==> config.mk <==
export PLATFORM = sky130hd
export DESIGN_NAME = mlp_sequencer
export DESIGN_NICKNAME = d
export VERILOG_FILES = /design/src/rtl/mlp_sequencer.sv
export SDC_FILE = /design/constraint.sdc
export NUM_CORES = 1
export LEC_CHECK = 0
export CORE_MARGIN = 4
export CORE_UTILIZATION = 40
export CTS_CLUSTER_DIAMETER = 100
export DETAILED_ROUTE_END_ITERATION = 7
export GPL_ROUTABILITY_DRIVEN = 0
export PLACE_DENSITY = 0.74
export SYNTH_ARGS = -nofsm -noshare
export SYNTH_HDL_FRONTEND = slang
export SYNTH_SLANG_ARGS = --single-unit
==> constraint.sdc <==
create_clock -name clk -period 2.3 [get_ports clk]
set_input_delay 0.23 -clock clk [delete_from_list [all_inputs] [get_ports clk]]
set_output_delay 0.23 -clock clk [all_outputs]
set_load 0.005 [all_outputs]
==> src/rtl/mlp_sequencer.sv <==
// ---------------------------------------------------------------------------
// mlp_sequencer
//
// Top-level inference controller for the MLP datapath. It takes one input
// vector per transaction and holds it on the hidden-layer input bus. It then
// starts the hidden layer and waits for its done flag to rise, starts the
// output layer and waits for its done flag to rise, and finally offers the
// result to the consumer. A wait that runs too long parks the controller in a
// sticky error state until err_clr is asserted.
//
// Ports:
//   clk, rst_n            clock, asynchronous active-low reset
//   in_valid / in_ready   input vector handshake (in_ready high only in IDLE)
//   in_data               packed input vector, element j at [(j+1)*DATA_W-1 -: DATA_W]
//   hid_bus               registered copy of the last accepted vector
//   hid_start, hid_done   hidden layer start strobe / all-done level
//   out_start, out_done   output layer start strobe / all-done level
//   res_valid / res_ready result handshake toward the consumer
//   busy                  high in every state except IDLE
//   err, err_clr          sticky timeout error and its clear
//   inf_count             number of completed (handshaken) inferences, wrapping
// ---------------------------------------------------------------------------
module mlp_sequencer #(
   parameter int IN_DIM         = 4,
   parameter int DATA_W         = 8,
   parameter int TIMEOUT_CYCLES = 1024,
   parameter int CNT_W          = 16
) (
   input  logic                     clk,
   input  logic                     rst_n,
   input  logic                     in_valid,
   output logic                     in_ready,
   input  logic [DATA_W*IN_DIM-1:0] in_data,
   output logic [DATA_W*IN_DIM-1:0] hid_bus,
   output logic                     hid_start,
   input  logic                     hid_done,
   output logic                     out_start,
   input  logic                     out_done,
   output logic                     res_valid,
   input  logic                     res_ready,
   output logic                     busy,
   output logic                     err,
   input  logic                     err_clr,
   output logic [CNT_W-1:0]         inf_count
);

   localparam int TW = $clog2(TIMEOUT_CYCLES);

   typedef enum logic [2:0] {
      IDLE,
      HID_START,
      HID_WAIT,
      OUT_START,
      OUT_WAIT,
      RESULT,
      ERROR
   } state_t;

   state_t        state;
   state_t        state_next;
   logic [TW-1:0] tcnt;
   logic          hid_done_q;
   logic          out_done_q;
   logic          hid_edge;
   logic          out_edge;
   logic          timeout;
   logic          in_wait;
   logic          wait_entry;

   // Completion is the rising edge only, so a done level still high from the
   // previous run cannot be mistaken for completion of the current one.
   assign hid_edge = hid_done & ~hid_done_q;
   assign out_edge = out_done & ~out_done_q;
   assign timeout  = (tcnt == TW'(TIMEOUT_CYCLES - 1));
   assign in_wait  = (state == HID_WAIT) || (state == OUT_WAIT);
   assign wait_entry = (state_next != state) &&
                       ((state_next == HID_WAIT) || (state_next == OUT_WAIT));

   always_comb begin
      state_next = state;
      in_ready   = 1'b0;
      busy       = 1'b1;
      case (state)
         IDLE: begin
            in_ready = 1'b1;
            busy     = 1'b0;
            if (in_valid) state_next = HID_START;
         end
         HID_START: state_next = HID_WAIT;
         HID_WAIT: begin
            // A done edge in the same cycle as the timeout wins.
            if (hid_edge)     state_next = OUT_START;
            else if (timeout) state_next = ERROR;
         end
         OUT_START: state_next = OUT_WAIT;
         OUT_WAIT: begin
            if (out_edge)     state_next = RESULT;
            else if (timeout) state_next = ERROR;
         end
         RESULT: if (res_ready) state_next = IDLE;
         ERROR:  if (err_clr)   state_next = IDLE;
         default: state_next = IDLE;
      endcase
   end

   // Strobes and status flags are registered from the next state, so each one
   // is high exactly while the FSM sits in the matching state and the start
   // strobes always return low between runs.
   always_ff @(posedge clk or negedge rst_n) begin
      if (!rst_n) begin
         state      <= IDLE;
         hid_bus    <= '0;
         hid_start  <= 1'b0;
         out_start  <= 1'b0;
         res_valid  <= 1'b0;
         err        <= 1'b0;
         inf_count  <= '0;
         tcnt       <= '0;
         hid_done_q <= 1'b0;
         out_done_q <= 1'b0;
      end else begin
         state      <= state_next;
         hid_start  <= (state_next == HID_START);
         out_start  <= (state_next == OUT_START);
         res_valid  <= (state_next == RESULT);
         err        <= (state_next == ERROR);
         hid_done_q <= hid_done;
         out_done_q <= out_done;

         if (state == IDLE && in_valid)
            hid_bus <= in_data;

         if (state == RESULT && res_ready)
            inf_count <= inf_count + CNT_W'(1);

         if (wait_entry)
            tcnt <= '0;
         else if (in_wait)
            tcnt <= tcnt + TW'(1);
      end
   end

endmodule

==> impl_metrics.yaml <==
timing:
  drv_slew: 0
  fin_crit_ps: 2110
  slew_headroom_pct: 44.9
  fin_ws_ps: 195
  fmax_ghz: 0.475
  finalHoldViolCount: 33
  fin_skew_ps: 5.67
  post-route-period-util_pct: 91.5
  rsz0062_at_grt: "no"
  final-setup-viol-count: 0
  tns_ps: 0
  holdWs_ps: -10.3
  worstMarginPinSlew_ps: 827
yosys:
  syn-cell-area_um2: 2920
  ys.flop_type: "dfrtp_1"
  yosysSeqAreaShare_pct: 57.5
  synth_cell_types: 36
  syn_nets: 266
  yosysTopAreaCellShare_pct: 57.5
  synthCells: 225
  synth_edf_count: 0
  yosys.area.top_type: "dfrtp_1"
  synth-compound-area-share_pct: 6.31
  muxShareOfSynthArea_pct: 13.8
  synth_xor_xnor_area_share_pct: 7.21
  synth-simple-area-share_pct: 11.7
  async_flop_share_pct: 100
  synth_top_family_by_area: "multiplexers"
  synth-seq-cells: 67
  synth_area_leaders: "dfrtp_1 (57%), mux2_2 (13%), xnor2_1 (4.2%)"
  yosys_warnings: 0
  synthAdderAreaFrac_pct: 0.858
  avgSynthCellArea_um2: 13.0
cts:
  cts_tree: "built"
  post_cts_buffers: 0
  clock-root-buffer: "clkbuf_8"
  post_cts_resized: 0
  path_clk_slew_ps: 70
  h-tree-depth: 3
  clockBufferDepth: 2
  cts_num_sinks: 67
  numCtsBuffers: 9
  cts.hold.buffers_added: 0
  clk_latency_ps: 340
worst_setup_path:
  cp_data_required_time_ps: 2070
  reg2reg_depth: 5
  start_kind: "register"
  crit_arrival_ps: 1880
  cp_max_fo: 8
  path_class: "register to output port"
  critPathCaptureType: "output port"
final_layout:
  n_fill_cell: 572
  multi_input_area_um2: 1160
  antennaDiodeCount: 0
  final_util_pct: 59.9
  final_area_um2: 4160
  seqCellArea_um2: 1680
  drive_gt1_share_pct: 21.6
  fin_nets: 364
  final_cell_count_no_fill: 424
  syn_to_final_growth_pct: 42.7
route:
  finalWirelength_um: 6310
  postRouteAntennaNets: 0
  wl_per_cell_um: 14.9
  num_vias: 2074
  drtIter0Drc: 53
  route.detailed.drc: 0
  drtPass1Iterations: 4
  viasPerCell: 4.89
placed_design:
  postPlaceCellArea_um2: 3940
  dp_cells: 408
  dp.final_hpwl_um: 4520
  post-place-ws_ps: 64.4
  port_buffers: 92
floorplan:
  dieArea_um2: 8720
  rows: 30
  pin_count: 93
  initial_core_util_pct: 42.0
  fp.dieH_um: 93.4
  core_area_um2: 6940
  die_x_um: 93.4
grt:
  grt-ovfl-total: 0
  track_usage_pct: 15.1
  grt_max_degree: 37
  antenna_found_initial: 0
  grt_pass1_wl_um: 10200
  grt_pass1_vias: 2184
flow_run:
  drv_cap: 0
power:
  seqPwrFrac_pct: 38.1
  finalPower_mw: 4.77
  power.leakage_nw: 1.77
  power.density_nw_per_um2: 1140
  switching_share_pct: 29.9
  p_sw_mw: 1.42
  p_int_mw: 3.34
  combPwrFrac_pct: 39.6
  clockPowerShare_pct: 22.3
  ir_drop_mv: 0.589
hold_path:
  min-delay-path-class: "input port to async pin"
outcome:
  status: "complete, but fails checks"
  violations: "hold timing"
cells in the mapped netlist, types with 5 or more instances:
library cell and number:
buf_2 5, nand4_1 8, nand2_1 11, a21oi_2 10, dfrtp_1 67, mux2_2 33, xor2_1 10, nor2_1 7
xnor2_1 14, and3_1 9, nor3_1 5
worst paths after layout:
check	slack, ps	start	end
max	190	state[1]$_DFF_PN0_	in_ready
min	-10	rst_n	hid_bus[28]$_DFFE_PN0P_
max reg2reg	240	state[2]$_DFF_PN0_	tcnt[1]$_DFFE_PN0P_
min reg2reg	490	inf_count[15]$_DFFE_PN0P_	inf_count[15]$_DFFE_PN0P_
max in group asynchronous	1670	rst_n	hid_bus[2]$_DFFE_PN0P_
min in group clk	350	out_done	out_done_q$_DFF_PN0_
layout make-up:
cell class                 instances  share of cell area [%]
clock buffer                      10                    3.07
timing repair buffer              98                    23.4
inverter                           3                   0.271
multi-input combinational        144                    28.0
clock inverter                     6                    2.16
sequential                        67                    40.3
tap                               96                    2.89
cell usage in the layout, fill, tap and decap left out, drive strengths merged, types with 3 or more instances in the layout:
| master | Yosys | layout |
|---|---|---|
| and2 | 4 | 4 |
| xnor2 | 14 | 14 |
| nor2b | 3 | 3 |
| buf | 8 | 7 |
| inv | 3 | 3 |
| clkbuf | 3 | 10 |
| nand4 | 8 | 8 |
| a21oi | 13 | 13 |
| mux2 | 33 | 33 |
| mux2i | 3 | 3 |
| nor2 | 7 | 7 |
| dfrtp | 67 | 67 |
| clkinv | 0 | 3 |
| xor2 | 10 | 10 |
| nand2b | 4 | 4 |
| and3 | 9 | 9 |
| clkdlybuf4s50 | 0 | 91 |
| nor3 | 5 | 5 |
| nand3 | 4 | 4 |
| a31oi | 3 | 3 |
| nand2 | 11 | 11 |
power by group through the flow:
| stage | logic, mW | clock network, mW | registers, mW |
|---|---|---|---|
| after floorplan | 0.985 | 0 | 1.81 |
| after CTS | 1.91 | 1.09 | 1.82 |
| final | 1.89 | 1.06 | 1.82 |
| after global routing | 2.05 | 1.13 | 1.88 |
| after detailed placement | 1.91 | 0 | 1.85 |
| after global placement | 1.86 | 0 | 1.83 |
critical path, stage by stage, from the launching register on:
cell	delay, ps
dfrtp_1	490
buf_4	200
nor2_1	150
nand2_1	120
inv_1	80
clkdlybuf4s50_1	500
layer usage:
| metal | global-route usage, % | part of all wire (%) | up-vias |
|---|---|---|---|
| met3 | 3.46 | 6.9 | 7 |
| met4 | 6.59 | 1.0 | 0 |
| met5 | 0 | 0 | - |
| li1 | - | - | 993 |
| met1 | 18.6 | 43 | 1005 |
| met2 | 25.2 | 49 | 69 |
logic make-up after synthesis:
| logic type | Yosys count |
|---|---|
| AOI/OAI and AO/OA | 23 |
| xor gates and xnor gates | 24 |
| adders and majority gates | 2 |
| buffers and inverters | 14 |
| DFF | 67 |
| muxes | 36 |
| and+or+nand+nor | 59 |
flip-flops by register name, summed over array words and instances (netlist names):
name,cells
out_done_q,1
out_start,1
res_valid,1
hid_done_q,1
tcnt,10
state,3
hid_start,1
inf_count,16
err,1
hid_bus,32
(Power assumes the default switching activity.)
